[config.mk]
export PLATFORM = sky130hd
export DESIGN_NAME = chr_sram_arbiter
export DESIGN_NICKNAME = d
export VERILOG_FILES = /design/src/rtl/nes_sram_pkg.sv /design/src/rtl/sram_arb_prio.sv /design/src/rtl/chr_sram_arbiter.sv
export SDC_FILE = /design/constraint.sdc
export NUM_CORES = 1
export LEC_CHECK = 0
export ABC_CLOCK_PERIOD_IN_PS = 2600
export CAP_MARGIN = 10
export CORE_MARGIN = 2
export CORE_UTILIZATION = 25
export CTS_BUF_LIST = sky130_fd_sc_hd__clkbuf_16
export DETAILED_ROUTE_END_ITERATION = 10
export HOLD_SLACK_MARGIN = 0.12
export PLACE_DENSITY = 0.61
export SLEW_MARGIN = 20
export SYNTH_ARGS = -nofsm -noshare
export SYNTH_HDL_FRONTEND = slang
export SYNTH_SLANG_ARGS = --single-unit
[constraint.sdc]
create_clock -name i_clk -period 2.6 [get_ports i_clk]
set_clock_uncertainty 0.05 [all_clocks]
set_input_delay 0.52 -clock i_clk [delete_from_list [all_inputs] [get_ports i_clk]]
set_output_delay 0.52 -clock i_clk [all_outputs]
set_load 0.05 [all_outputs]
[src/rtl/nes_sram_pkg.sv]
// Shared types and constants for the CHR SRAM arbiter: FSM states, address
// widths and requester port indices.
package nes_sram_pkg;

  localparam int SRAM_AW  = 20;
  localparam int BYTE_AW  = 21;
  localparam int PORT_PPU = 0;
  localparam int PORT_CPU = 1;

  typedef enum logic [2:0] {
    IDLE,
    RD,
    WSETUP,
    WPULSE,
    WHOLD,
    DONE
  } arb_state_t;

  // A byte write drives both DQ lanes; the lane strobes pick the one stored.
  function automatic logic [15:0] dup_byte(input logic [7:0] b);
    return {b, b};
  endfunction

endpackage

[src/rtl/sram_arb_prio.sv]
// Two-port fixed-priority arbiter (port 0 first) with a starvation counter
// that hands port 1 the grant after MAX_WAIT port-0 wins in a row.
module sram_arb_prio #(
  parameter int MAX_WAIT = 4
) (
  input  logic i_clk,
  input  logic i_rstn,
  input  logic i_req0,
  input  logic i_req1,
  input  logic i_idle,
  output logic o_gnt0,
  output logic o_gnt1
);

  localparam logic [7:0] WAIT_MAX = 8'(MAX_WAIT);

  logic [7:0] starve_cnt;
  logic       pick1;

  // NOTE: each output of a combinational block is assigned on every path
  // (defaults first where branches exist) so no latch is inferred.
  always_comb begin
    pick1  = i_req1 && (!i_req0 || (starve_cnt == WAIT_MAX));
    o_gnt1 = i_idle && pick1;
    o_gnt0 = i_idle && i_req0 && !pick1;
  end

  // Counts port-0 wins that were taken while port 1 was waiting.
  always_ff @(posedge i_clk) begin
    if (!i_rstn) begin
      starve_cnt <= '0;
    end else if (o_gnt1) begin
      starve_cnt <= '0;
    end else if (o_gnt0 && i_req1 && (starve_cnt != WAIT_MAX)) begin
      starve_cnt <= starve_cnt + 8'd1;
    end
  end

endmodule

[src/rtl/chr_sram_arbiter.sv]
// Shares the 16-bit asynchronous CHR SRAM between the PPU (port 0) and the
// CPU/loader (port 1), one byte access at a time with registered strobes.
module chr_sram_arbiter
  import nes_sram_pkg::*;
#(
  parameter int RD_CYCLES = 2,
  parameter int WR_CYCLES = 2,
  parameter int MAX_WAIT  = 4
) (
  input  logic               i_clk,
  input  logic               i_rstn,
  input  logic               i_req0,
  input  logic               i_req1,
  input  logic               i_we0,
  input  logic               i_we1,
  input  logic [BYTE_AW-1:0] i_addr0,
  input  logic [BYTE_AW-1:0] i_addr1,
  input  logic [7:0]         i_wdata0,
  input  logic [7:0]         i_wdata1,
  output logic               o_gnt0,
  output logic               o_gnt1,
  output logic               o_done0,
  output logic               o_done1,
  output logic [7:0]         o_rdata,
  output logic [SRAM_AW-1:0] o_sram_addr,
  output logic               o_sram_ce_n,
  output logic               o_sram_oe_n,
  output logic               o_sram_we_n,
  output logic               o_sram_lb_n,
  output logic               o_sram_ub_n,
  output logic [15:0]        o_sram_dq,
  output logic               o_sram_dq_oe,
  input  logic [15:0]        i_sram_dq
);

  localparam logic [3:0] RD_LAST = 4'(RD_CYCLES - 1);
  localparam logic [3:0] WR_LAST = 4'(WR_CYCLES - 1);

  arb_state_t         state, next_state;
  logic [3:0]         cnt, cnt_nxt;
  logic               owner;
  logic               lane, lane_d;
  logic               idle, grant, active;
  logic               sel_we;
  logic [BYTE_AW-1:0] sel_addr;
  logic [7:0]         sel_wdata;

  // Arbitration is frozen while reset is asserted.
  assign idle = (state == IDLE) && i_rstn;

  sram_arb_prio #(.MAX_WAIT(MAX_WAIT)) u_prio (
    .i_clk  (i_clk),
    .i_rstn (i_rstn),
    .i_req0 (i_req0),
    .i_req1 (i_req1),
    .i_idle (idle),
    .o_gnt0 (o_gnt0),
    .o_gnt1 (o_gnt1)
  );

  always_comb begin
    grant     = o_gnt0 | o_gnt1;
    sel_we    = o_gnt1 ? i_we1    : i_we0;
    sel_addr  = o_gnt1 ? i_addr1  : i_addr0;
    sel_wdata = o_gnt1 ? i_wdata1 : i_wdata0;

    next_state = state;
    case (state)
      IDLE:    if (grant) next_state = sel_we ? WSETUP : RD;
      RD:      if (cnt == RD_LAST) next_state = DONE;
      WSETUP:  next_state = WPULSE;
      WPULSE:  if (cnt == WR_LAST) next_state = WHOLD;
      WHOLD:   next_state = DONE;
      DONE:    next_state = IDLE;
      default: next_state = IDLE;
    endcase

    // The timing counter restarts on every state change.
    cnt_nxt = (next_state != state) ? 4'd0 : cnt + 4'd1;
    active  = next_state inside {RD, WSETUP, WPULSE, WHOLD};
    lane_d  = grant ? sel_addr[0] : lane;
  end

  // Strobes are registered from the next state so the SRAM pins never glitch
  // and DQ drive and OE_N low can never overlap.
  always_ff @(posedge i_clk) begin
    if (!i_rstn) begin
      state        <= IDLE;
      cnt          <= '0;
      owner        <= 1'b0;
      lane         <= 1'b0;
      o_sram_addr  <= '0;
      o_sram_dq    <= '0;
      o_sram_ce_n  <= 1'b1;
      o_sram_oe_n  <= 1'b1;
      o_sram_we_n  <= 1'b1;
      o_sram_lb_n  <= 1'b1;
      o_sram_ub_n  <= 1'b1;
      o_sram_dq_oe <= 1'b0;
      o_rdata      <= '0;
    end else begin
      // NOTE: state is updated with non-blocking assignments so every
      // register samples pre-edge values regardless of statement order.
      state        <= next_state;
      cnt          <= cnt_nxt;
      lane         <= lane_d;
      o_sram_ce_n  <= !active;
      o_sram_oe_n  <= !(next_state == RD);
      o_sram_we_n  <= !(next_state == WPULSE);
      o_sram_lb_n  <= !(active && !lane_d);
      o_sram_ub_n  <= !(active && lane_d);
      o_sram_dq_oe <= next_state inside {WSETUP, WPULSE, WHOLD};
      if (grant) begin
        owner       <= o_gnt1;
        o_sram_addr <= sel_addr[BYTE_AW-1:1];
        o_sram_dq   <= dup_byte(sel_wdata);
      end
      if ((state == RD) && (next_state == DONE)) begin
        o_rdata <= lane ? i_sram_dq[15:8] : i_sram_dq[7:0];
      end
    end
  end

  assign o_done0 = (state == DONE) && (owner == 1'(PORT_PPU));
  assign o_done1 = (state == DONE) && (owner == 1'(PORT_CPU));

endmodule

==> run metrics <==
status=finished clean; reg2reg end=o_sram_addr[13]; Synth Instances=340; final WL=8110 um; max frequency=0.406 GHz; Simple-Gate Fraction of Synth Area=22.0%; sum of negative setup slack=0 ns; fillers=1,111; EDFF count, synth=0; setup ws final=0.135 ns; RSZ-0062 raised after global routing=false; vias in the first global route=2,690; drt initial violations=121; Metal-1 WL=3400 um; endpoints failing hold=0; fin crit share=94.8%; hold path depth=2; met3 routed WL=719 um; H-tree levels=3; DRT antenna net count=0; pins over their slew limit=0; antenna violations before repair=0; Adder-Cell Fraction of Synth Area=1.79%; Post-synth top flop=dfxtp_1; cts bufs inserted=9; DR vias=2,820; Area growth syn-to-layout=62.4%; DRT Pass-1 Iters=4; Met2 Wirelength=3830 um; Arrival @ worst endpoint=1.90 ns; peak supply drop=309 uV; core area=0.0109 mm2; synth warn=0; pwr/cell area=710 mW/mm2; clock buffer depth=2; number of port buffers=133; floorplan row count=38; residual DRC count=0; Crit path required time=2.03 ns; Place WS=0.0406 ns; Via density=4.63; hold path startpoint=o_sram_addr[0]; Compound-Gate Fraction of Synth Area=19.6%; Min Hold Slack=0.418 ns; Initial Util=25.6%; share of post-route cells with drive strength above 1=9.38%; Post-Syn Area per Cell=8.21 um2; syn nets=424; Post-DP HPWL=6070 um; routability cong.=0.828; Finished Core Util=41.6%; max_cap viols=0; sequential area share after synthesis=42.3%; Max-slew headroom=64.6%; GRT Total Usage=13.5%; Root Buffer=clkbuf_16; Critical Path Fanout Max=6; Worst Setup Start Kind=register; register area=0.00118 mm2; Hold EP=o_sram_addr[0]; boundary pin count=134; Sink Count=59; worst min-delay path class=reg -> reg; nets=548; Synth Cell Area=0.00279 mm2; critical path class=reg -> out; global-route wire length before repair=12,600 um; drt wl/cell=13.3 um; total grt overflow=0; worst r2r path cells=8; footprint of the multi-input gates=0.00140 mm2; Synth Register Bits=59; Max Used Layer=met4; Distinct cells, synth=45; die width=110 um; clk_lat worst skew=0.32 ns; flop2flop setup slack=0.42 ns; CTS tree=done; n_diodes=0; die height=110 um; main combinational cell family by area after synthesis=simple AND/OR/NAND/NOR gates; pin count of the biggest net entering global routing=58; XOR/XNOR share of the synthesized area=2.82%; r2r startpoint=u_prio.starve_cnt[1]; die footprint=0.0120 mm2; mux cell area share after synthesis=3.58%; clock-pin transition on the worst setup and hold timing paths=0.05 ns; CP endpoint kind=primary output; hold_buf cts=0; fin crit period=2.47 ns; Async SR Flop Fraction=0%; final setup fails=0; Pleak=1.65 nW; Tightest Pin Transition=0.530 ns
how the worst max path moves through the flow:
| stage | start | to | cells after the start |
|---|---|---|---|
| global route | u_prio.starve_cnt[1] | o_gnt1 | 7 |
| floorplan | u_prio.starve_cnt[0] | o_gnt1 | 8 |
| global placement | i_rstn | u_prio.starve_cnt[4] | 6 |
| CTS | u_prio.starve_cnt[0] | o_gnt1 | 7 |
| detailed placement | i_rstn | u_prio.starve_cnt[4] | 6 |
| finish | u_prio.starve_cnt[1] | o_gnt1 | 7 |
cell usage in the layout, fill, tap and decap left out, types with 2 or more instances in the layout:
| cell type | netlist | routed |
|---|---|---|
| nor2_1 | 24 | 24 |
| a21oi_1 | 10 | 10 |
| o21ai_0 | 33 | 33 |
| nand2b_1 | 3 | 3 |
| ha_1 | 4 | 4 |
| clkinv_1 | 0 | 2 |
| clkbuf_16 | 0 | 9 |
| nand3_2 | 2 | 2 |
| a31oi_1 | 30 | 30 |
| o21ai_1 | 2 | 2 |
| nand2_1 | 65 | 65 |
| inv_1 | 10 | 10 |
| xnor2_1 | 4 | 4 |
| xor2_1 | 5 | 5 |
| dfxtp_1 | 59 | 58 |
| or4b_4 | 2 | 2 |
| buf_4 | 13 | 13 |
| nor3b_1 | 3 | 3 |
| buf_12 | 0 | 2 |
| bufinv_16 | 0 | 2 |
| inv_2 | 1 | 2 |
| mux2i_1 | 10 | 10 |
| a211o_1 | 2 | 2 |
| nand3_1 | 7 | 7 |
| nand2_2 | 2 | 2 |
| nor3_1 | 4 | 4 |
| a211oi_1 | 8 | 8 |
| clkdlybuf4s50_1 | 0 | 129 |
| nor2b_1 | 2 | 2 |
area by class of cell:
| cell class | count | area share (%) |
|---|---|---|
| multi-input cells | 239 | 30.8 |
| inverters | 11 | 0.911 |
| repair buffers | 144 | 31.5 |
| clock buffers | 9 | 4.97 |
| clock inverters | 7 | 1.85 |
| flip-flops and latches | 59 | 26.1 |
| well taps | 140 | 3.86 |
metrics by stage:
stage,power (W),cells,area [um2]
floorplan,0.00167,340,2790
global placement,0.00201,592,4210
detailed placement,0.00202,592,4210
CTS,0.00327,608,4520
global route,0.00338,609,4530
finish,0.00322,609,4530
what timing repair did:
item	4_1_cts	5_1_grt
pin swaps	1	1
endpoints found under the setup margin	1	2
setup buffers	0	1
resized for setup	0	3
critical path, cell delays in order, from the launching register on:
cell and delay [ns]:
dfxtp_1 0.35, inv_1 0.07, ha_1 0.14, or4b_4 0.49, o21ai_4 0.20, nand3_2 0.10
inv_2 0.10, buf_12 0.14
per-layer routing:
metal	global-route usage (%)	up-vias
met5	0	-
met4	5.61	0
met3	5.51	13
met2	21.9	103
met1	15.7	1275
li1	-	1429
sequential cells by signal, summed over array words and instances, names as in the netlist, 3 cells and up:
signal	flops
cnt	4
o_rdata	8
o_sram_addr	20
o_sram_dq	8
state	3
u_prio.starve_cnt	8
power by group:
part	total [W]	leakage (nW)	internal (W)	switching (W)
sequential	0.00107	0.482	0.000995	0.0000716
clock	0.00122	0.152	0.000825	0.000395
combinational	0.000931	1.01	0.000378	0.000553
synth_stat cells (all sizes together), types with 3 or more instances:
| cell type | number | area [um2] |
|---|---|---|
| nor3b | 3 | 22.5 |
| nor2 | 25 | 96.4 |
| ha | 4 | 50.1 |
| o21ai | 36 | 191 |
| nand2b | 3 | 18.8 |
| buf | 22 | 145 |
| a211oi | 8 | 60.1 |
| nand2 | 67 | 256 |
| inv | 11 | 41.3 |
| nor3 | 5 | 30.0 |
| xor2 | 5 | 43.8 |
| a31oi | 30 | 188 |
| mux2i | 10 | 100 |
| a21oi | 10 | 50.1 |
| nand3 | 9 | 55.1 |
| clkbuf | 9 | 33.8 |
| dfxtp | 59 | 1180 |
| xnor2 | 4 | 35.0 |
cell families after synthesis:
family | Yosys count
flops | 59
simple gates | 125
mux | 10
xor+xnor | 9
compound gates | 91
fa+ha+maj | 4
buf+inv | 42
No activity file was read; power rests on OpenSTA's default activity.
